==> src/rtl/beta_dmem_bridge_if.sv <==
// Core-side and memory-side bus bundles for the Beta data-memory bridge.
// Core bundle: the core is master, the bridge is slave. Memory bundle: the bridge is master.
interface beta_core_if #(
  parameter int DATA_W = 32,
  parameter int ADDR_W = 32
);
  logic [ADDR_W-1:0] Adr;
  logic [DATA_W-1:0] WD;
  logic              MOE;
  logic              MWR;
  logic [DATA_W-1:0] RD;
  logic              STALL;
  logic              MERR;

  modport master (output Adr, WD, MOE, MWR, input RD, STALL, MERR);
  modport slave  (input Adr, WD, MOE, MWR, output RD, STALL, MERR);
endinterface

interface beta_mem_if #(
  parameter int DATA_W = 32,
  parameter int ADDR_W = 32
);
  logic              m_req;
  logic              m_we;
  logic [ADDR_W-3:0] m_addr;
  logic [DATA_W-1:0] m_wdata;
  logic              m_ack;
  logic [DATA_W-1:0] m_rdata;

  modport master (output m_req, m_we, m_addr, m_wdata, input m_ack, m_rdata);
  modport slave  (input m_req, m_we, m_addr, m_wdata, output m_ack, m_rdata);
endinterface

==> src/rtl/beta_dmem_bridge.sv <==
// Bridges single-cycle Beta LD/ST requests onto a req/ack word memory, stalling the core
// until completion; flags misalignment, MOE&MWR and ack timeout on MERR.
//
// state   | meaning
// IDLE    | sample MOE/MWR/Adr/WD, issue or reject
// RD_WAIT | read issued, waiting for m_ack or timeout
// WR_WAIT | write issued, waiting for m_ack or timeout
// DONE    | STALL low one cycle so the core retires the LD/ST
module beta_dmem_bridge #(
  parameter int DATA_W  = 32,
  parameter int ADDR_W  = 32,
  parameter int TIMEOUT = 15
) (
  input  logic       clk,
  input  logic       RESET,
  beta_core_if.slave core,
  beta_mem_if.master mem
);

  typedef enum logic [1:0] {IDLE, RD_WAIT, WR_WAIT, DONE} state_t;

  localparam logic [7:0] CNT_TC = 8'(TIMEOUT - 1);

  state_t            state, state_nx;
  logic [7:0]        cnt, cnt_nx;
  logic [DATA_W-1:0] rd_q, rd_nx;
  logic              merr_q, merr_nx;
  logic              req_q, req_nx;
  logic              we_q, we_nx;
  logic [ADDR_W-3:0] addr_q, addr_nx;
  logic [DATA_W-1:0] wdata_q, wdata_nx;
  logic              stall;
  logic              bad_req;

  assign bad_req = (core.Adr[1:0] != 2'b00) || (core.MOE && core.MWR);

  always_ff @(posedge clk or posedge RESET) begin
    if (RESET) begin
      state   <= IDLE;
      cnt     <= '0;
      rd_q    <= '0;
      merr_q  <= 1'b0;
      req_q   <= 1'b0;
      we_q    <= 1'b0;
      addr_q  <= '0;
      wdata_q <= '0;
    end else begin
      state   <= state_nx;
      cnt     <= cnt_nx;
      rd_q    <= rd_nx;
      merr_q  <= merr_nx;
      req_q   <= req_nx;
      we_q    <= we_nx;
      addr_q  <= addr_nx;
      wdata_q <= wdata_nx;
    end
  end

  always_comb begin
    state_nx = state;
    cnt_nx   = cnt;
    rd_nx    = rd_q;
    merr_nx  = 1'b0;
    req_nx   = req_q;
    we_nx    = we_q;
    addr_nx  = addr_q;
    wdata_nx = wdata_q;
    stall    = 1'b0;
    case (state)
      IDLE: begin
        stall = core.MOE | core.MWR;
        if (core.MOE || core.MWR) begin
          cnt_nx = '0;
          if (bad_req) begin
            merr_nx  = 1'b1;
            if (core.MOE) rd_nx = '0;
            state_nx = DONE;
          end else begin
            req_nx  = 1'b1;
            we_nx   = core.MWR;
            addr_nx = core.Adr[ADDR_W-1:2];
            if (core.MWR) begin
              wdata_nx = core.WD;
              state_nx = WR_WAIT;
            end else begin
              state_nx = RD_WAIT;
            end
          end
        end
      end
      RD_WAIT, WR_WAIT: begin
        stall = 1'b1;
        if (mem.m_ack) begin
          req_nx   = 1'b0;
          if (state == RD_WAIT) rd_nx = mem.m_rdata;
          state_nx = DONE;
        end else if (cnt == CNT_TC) begin
          // abort: the memory never answered within the allowed window
          req_nx   = 1'b0;
          merr_nx  = 1'b1;
          if (state == RD_WAIT) rd_nx = '0;
          state_nx = DONE;
        end else begin
          cnt_nx = cnt + 8'd1;
        end
      end
      DONE:    state_nx = IDLE;
      default: state_nx = IDLE;
    endcase
  end

  assign core.STALL  = stall & ~RESET;
  assign core.RD     = rd_q;
  assign core.MERR   = merr_q;
  assign mem.m_req   = req_q;
  assign mem.m_we    = we_q;
  assign mem.m_addr  = addr_q;
  assign mem.m_wdata = wdata_q;

endmodule

==> src/flat_wrapper.sv <==
// flat-port wrapper written by rule: the top's interface ports become plain ports
module beta_dmem_bridge_flat 
#(
  parameter int DATA_W  = 32,
  parameter int ADDR_W  = 32,
  parameter int TIMEOUT = 15
)
  (clk, RESET, core_Adr, core_WD, core_MOE, core_MWR, core_RD, core_STALL, core_MERR, mem_m_req, mem_m_we, mem_m_addr, mem_m_wdata, mem_m_ack, mem_m_rdata);
  beta_core_if #(.DATA_W(DATA_W), .ADDR_W(ADDR_W)) core_i ();
  beta_mem_if #(.DATA_W(DATA_W), .ADDR_W(ADDR_W)) mem_i ();
  input  logic clk;
  input  logic RESET;
  input wire logic [$bits(core_i.Adr)-1:0] core_Adr;
  input wire logic [$bits(core_i.WD)-1:0] core_WD;
  input wire logic [$bits(core_i.MOE)-1:0] core_MOE;
  input wire logic [$bits(core_i.MWR)-1:0] core_MWR;
  output wire logic [$bits(core_i.RD)-1:0] core_RD;
  output wire logic [$bits(core_i.STALL)-1:0] core_STALL;
  output wire logic [$bits(core_i.MERR)-1:0] core_MERR;
  output wire logic [$bits(mem_i.m_req)-1:0] mem_m_req;
  output wire logic [$bits(mem_i.m_we)-1:0] mem_m_we;
  output wire logic [$bits(mem_i.m_addr)-1:0] mem_m_addr;
  output wire logic [$bits(mem_i.m_wdata)-1:0] mem_m_wdata;
  input wire logic [$bits(mem_i.m_ack)-1:0] mem_m_ack;
  input wire logic [$bits(mem_i.m_rdata)-1:0] mem_m_rdata;
  assign core_i.Adr = core_Adr;
  assign core_i.WD = core_WD;
  assign core_i.MOE = core_MOE;
  assign core_i.MWR = core_MWR;
  assign core_RD = core_i.RD;
  assign core_STALL = core_i.STALL;
  assign core_MERR = core_i.MERR;
  assign mem_m_req = mem_i.m_req;
  assign mem_m_we = mem_i.m_we;
  assign mem_m_addr = mem_i.m_addr;
  assign mem_m_wdata = mem_i.m_wdata;
  assign mem_i.m_ack = mem_m_ack;
  assign mem_i.m_rdata = mem_m_rdata;
  beta_dmem_bridge #(.DATA_W(DATA_W), .ADDR_W(ADDR_W), .TIMEOUT(TIMEOUT)) u_core (.clk(clk), .RESET(RESET), .core(core_i), .mem(mem_i));
endmodule
==> config.mk <==
export PLATFORM = sky130hd
export DESIGN_NAME = beta_dmem_bridge_flat
export DESIGN_NICKNAME = d
export VERILOG_FILES = /design/src/rtl/beta_dmem_bridge_if.sv /design/src/rtl/beta_dmem_bridge.sv /design/src/flat_wrapper.sv
export SDC_FILE = /design/constraint.sdc
export NUM_CORES = 1
export LEC_CHECK = 0
export ABC_CLOCK_PERIOD_IN_PS = 3600
export CORE_MARGIN = 2
export CORE_UTILIZATION = 39
export CTS_CLUSTER_SIZE = 10
export DETAILED_ROUTE_END_ITERATION = 16
export PLACE_DENSITY = 0.77
export SYNTH_ARGS = -nofsm -noshare
export SYNTH_HDL_FRONTEND = slang
export SYNTH_SLANG_ARGS = --single-unit
==> constraint.sdc <==
create_clock -name clk -period 3.6 [get_ports clk]
set_clock_uncertainty 0.05 [all_clocks]
set_input_delay 0.72 -clock clk [delete_from_list [all_inputs] [get_ports clk]]
set_output_delay 0.72 -clock clk [all_outputs]
set_load 0.02 [all_outputs]
# [Yosys cells after proc, flatten, opt, wreduce, memory -nomap -nowiden]
# Index checks and enable logic that the tools add are counted.
[classes] bitwise_logic=4 mux=29 n_reduce_logical=13 add_sub_neg=1 n_eq_ne=12
[ops] cell="$mux 32" n=7
[ops] cell="$pmux 32 s2" n=1
[ops] cell="$mux 8" n=3
[ops] cell="$pmux 8 s2" n=1
[ops] cell="$reduce_and 4->1" n=3
[ops] cell="$mux 2" n=5
[ops] cell="$add 8x1->8 const B" n=1
[ops] cell="$eq 8x4->1 const B" n=1
[ops] cell="$mux 1" n=8
[ops] cell="$ne 2x2->1 const B" n=4
[ops] cell="$ne 2x1->1 const B" n=3
[ops] cell="$pmux 1 s2" n=3
[ops] cell="$pmux 2 s3" n=1
[ops] cell="$reduce_and 6->1" n=1
[ops] cell="$eq 2x2->1 const B" n=2
[ops] cell="$reduce_bool 2->1" n=2
[ops] cell="$ne 3x2->1 const B" n=1
[ops] cell="$reduce_and 3->1" n=1
[ops] cell="$eq 2x1->1 const B" n=1
[ops] cell="$logic_not 2->1" n=1
[ops] cell="$logic_or 1x1->1" n=2
[ops] cell="$not 1->1" n=2
[ops] cell="$reduce_and 2->1" n=1
[ops] cell="$reduce_or 2->1" n=1
[ops] cell="other kinds (3)" n=3
[totals] wordCells=67 out_inout_bits=98 reg_bits=107

# [Logic depth before layout (Yosys ltp)]
[logic_depth] word_depth=5 ltp_mapped=9

# [Least setup slack after synthesis]
# OpenSTA, ideal clock, no wires.
[synth_path] path_type="register to output" startpoint="reg u_core.state[1]" endpoint="out core_STALL" path_slack_ns=1.058 t_arrival_ns=1.772 path_stages_with_launch=7 cell_sequence="dfrtp_1 > inv_1 > ha_1 > clkbuf_1 > clkbuf_1 > a21oi_1 > nor3_1"
[synth_between] elab_chain_cells=4 word_cells_on_any_way=6 classes_between="eq/ne: 2; mux: 1; bitwise: 1; reduce/logical: 2"
[synth_lines] item="from (decl)" line_no="beta_dmem_bridge.sv:24" text="state_t state, state_nx;"
[synth_lines] item="from (signal assigned)" line_no="beta_dmem_bridge.sv:48" text="state <= state_nx;"
[synth_lines] item="$eq 2x2->1 or $eq 2x1->1 (tied branches)" line_no="beta_dmem_bridge.sv:69" text="case (state)"
[synth_lines] item="$reduce_or 2->1" line_no="beta_dmem_bridge.sv:69"
[synth_lines] item="$pmux 1 s2 (*)" line_no="beta_dmem_bridge.sv:69"
[synth_lines] item="$and 1x1->1 (*)" line_no="beta_dmem_bridge.sv:112" text="assign core.STALL = stall & ~RESET;"
[synth_lines] item="to (decl)" line_no="flat_wrapper.sv:18" text="output wire logic [$bits(core_i.STALL)-1:0] core_STALL;"
# Mark *: on every way between the ends. The rest lies on a longest branch, timed or not.

# [Worst setup path in the final report]
[layout_path] startpoint="reg u_core.state[0]" endpoint="out core_STALL"
# The elaborated chain is that of the path after synthesis.

==> impl_metrics.toml <==
[status]
status = "finished clean"

[floorplan]
die_y_um = 114
coreArea_mm2 = 0.0120
start_util = 0.397
io_pins = 199
placementRows = 40
die_w_um = 114
die_area_mm2 = 0.0131

[sta]
layout_setup_ws_ps = 273
period_minus_slack_ps = 3330
fmax_mhz = 301
holdWs_ps = 427
relSlewSlack = 0.355
setup_viol = 0
rsz0062_at_grt = "no"
setup_tns_ps = 0
final_hold_viol_count = 0
maxSlewViolCount = 0
min_period_over_period = 0.924
worst_slew_pin_slew_ps = 968

[place]
dpl-instance-area_mm2 = 0.00682
dp_hpwl_mm = 8.50
place_ws_ps = 351
port_buffers = 198
gp_congestion = 0.783

[route]
vias = 3535
routed_wl_mm = 11.8
antenna_left = 0
avgRoutedWirePerCell_um = 17.2
remaining_drc_errors = 0
drt_first_pass_iters = 4
drtIter0Drc = 190
vias_per_cell = 5.14

[synthesis]
synth.top_cells.by_area = "dfrtp_1 (56%), mux2_4 (9.2%), mux2_2 (8.3%)"
synth-seq-cells = 107
postSynthCellCount = 345
syn_nets = 452
async_flop_share = 1.00
synth_top_cell_by_area = "dfrtp_1"
synth.most_common_cell = "dfrtp_1"
yosysUniqueCellTypes = 44
synth-edff-count = 0
synth_seq_area_share = 0.564
syn-cell-area_mm2 = 0.00474
yosysWarnings = 0
yosys-top-cells-count = "dfrtp_1 (107), mux2_2 (35), nand4_1 (34)"
avgSynthCellArea_um2 = 13.8
yosys.area.top_type_share = 0.564
ys.flop_type = "dfrtp_1"

[grt]
grt_pass1_vias = 3728
antenna_found_initial = 0
grt_first_pass_wirelength_mm = 18.8
overflow = 0
grt_use_total = 0.184
grt_max_degree = 61

[clock_tree]
clock-sinks = 107
cts_tree = "built"
cts.reportedPaths.clkPinSlew_ps = 70
clock_latency_ps = 350
cts_resized = 0
cts_inserted_buffers = 9
postCtsHoldBufs = 0
cts-root-buf = "clkbuf_16"
post_cts.repair.setup_buffers = 0
ctsHtreeMaxLevel = 3
clock_path_buffers = 2

[finish]
finalNetCount = 643
multiInputGateArea_mm2 = 0.00188
drive_gt1_frac = 0.220
regArea_mm2 = 0.00268
final_cell_area_mm2 = 0.00713
n_antenna_cell = 0
fillers = 979
area_growth_pct = 50.3

[setup_path]
crit_path_max_incr_delay_ps = 570
crit_family = "buffers and inverters"
crit_buf_inv = 2
crit_fanout = 8
cpMaxStageDelayCell = "or3b_2"
cp_cell_sequence = "inv_1, ha_1, or3b_2, a21oi_1, nor3_1, clkdlybuf4s50_1"
cp-start-kind = "flip-flop"
required_ps = 2830
endpoint_kind = "output port"
crit_type = "reg -> out"
worstPathArrival_ps = 2560

[pwr]
p_leak_nw = 3.24
vdd_ir_drop_max_uv = 415
powerDensity_mw_per_mm2 = 837

[min_path]
min-delay-path-class = "reg -> reg"

[flow_run]
drv_cap = 0
-- final timing paths --
check	startpoint	to	slack, ps	cells past startpoint
min in group asynchronous	RESET	u_core.core.RD[3]	770	2
max in group asynchronous	RESET	u_core.mem.m_wdata[24]	1990	3
setup reg to reg	u_core.state[0]	u_core.core.RD[2]	980	7
setup / recovery	u_core.state[0]	core_STALL	270	6
hold reg to reg	u_core.core.RD[22]	u_core.core.RD[22]	430	1
hold / removal	u_core.core.RD[22]	u_core.core.RD[22]	430	1
-- metal layers --
layer	up-vias	GRT usage	share of wire
met4	0	0.0602	0.014
met2	151	0.298	0.47
met5	-	0	0
met1	1730	0.218	0.41
met3	11	0.0842	0.10
li1	1643	-	-
-- cells in the final DEF (no fill, tap or decap), drive strengths merged, types with 2 or more instances in the layout --
| cell | Yosys | routed |
|---|---|---|
| a21bo | 32 | 32 |
| a21oi | 6 | 6 |
| a31oi | 4 | 4 |
| buf | 15 | 7 |
| clkbuf | 10 | 11 |
| clkdlybuf4s50 | 0 | 198 |
| clkinv | 0 | 2 |
| dfrtp | 107 | 107 |
| ha | 6 | 6 |
| inv | 9 | 10 |
| mux2 | 64 | 64 |
| nand2 | 9 | 9 |
| nand3 | 4 | 4 |
| nand4 | 34 | 34 |
| nor2 | 5 | 5 |
| nor2b | 2 | 2 |
| nor3 | 3 | 3 |
| o211ai | 4 | 4 |
| o21ai | 6 | 6 |
| o31ai | 5 | 5 |
| or3 | 2 | 2 |
| or3b | 2 | 2 |
-- cell type report --
| type | instances | area share |
|---|---|---|
| timing repair buffer | 205 | 0.287 |
| clock buffer | 11 | 0.0354 |
| tap | 147 | 0.0258 |
| inverter | 9 | 0.00509 |
| clock inverter | 5 | 0.00842 |
| sequential | 107 | 0.375 |
| multi-input combinational | 204 | 0.263 |
-- stage by stage --
step / power, mW / instances / utilization
floorplan: 3.72 / 345 / -
global placement: 4.90 / 672 / 0.570
detailed placement: 4.99 / 672 / 0.570
CTS: 6.04 / 688 / 0.596
global route: 6.31 / 688 / 0.596
finish: 5.97 / 688 / 0.596
-- sequential cells by signal (all words and copies together), names as in the netlist --
name	cells
u_core.core.RD	32
u_core.mem.m_wdata	32
u_core.mem.m_addr	30
u_core.cnt	8
u_core.state	2
u_core.core.MERR	1
u_core.mem.m_req	1
u_core.mem.m_we	1
-- report_power, final --
part           switching [mW]  internal (mW)  total (mW)
registers               0.287           1.68        1.96
clock network           0.446          0.580        1.03
logic                    1.47           1.51        2.98
-- kinds of logic (layout without fill, tap and decap cells) --
| kind of cell | Yosys count | in the layout | share of synthesized area |
|---|---|---|---|
| AO/OA/AOI/OAI | 63 | 63 | 0.112 |
| XOR/XNOR | 1 | 1 | 0.00185 |
| adder cells (fa/ha/maj) | 7 | 7 | 0.0179 |
| buffers and inverters | 34 | 230 | 0.0422 |
| flip-flops | 107 | 107 | 0.564 |
| multiplexers | 64 | 64 | 0.175 |
| AND/OR/NAND/NOR | 69 | 69 | 0.0865 |
Power figures use the tool's default switching activity.
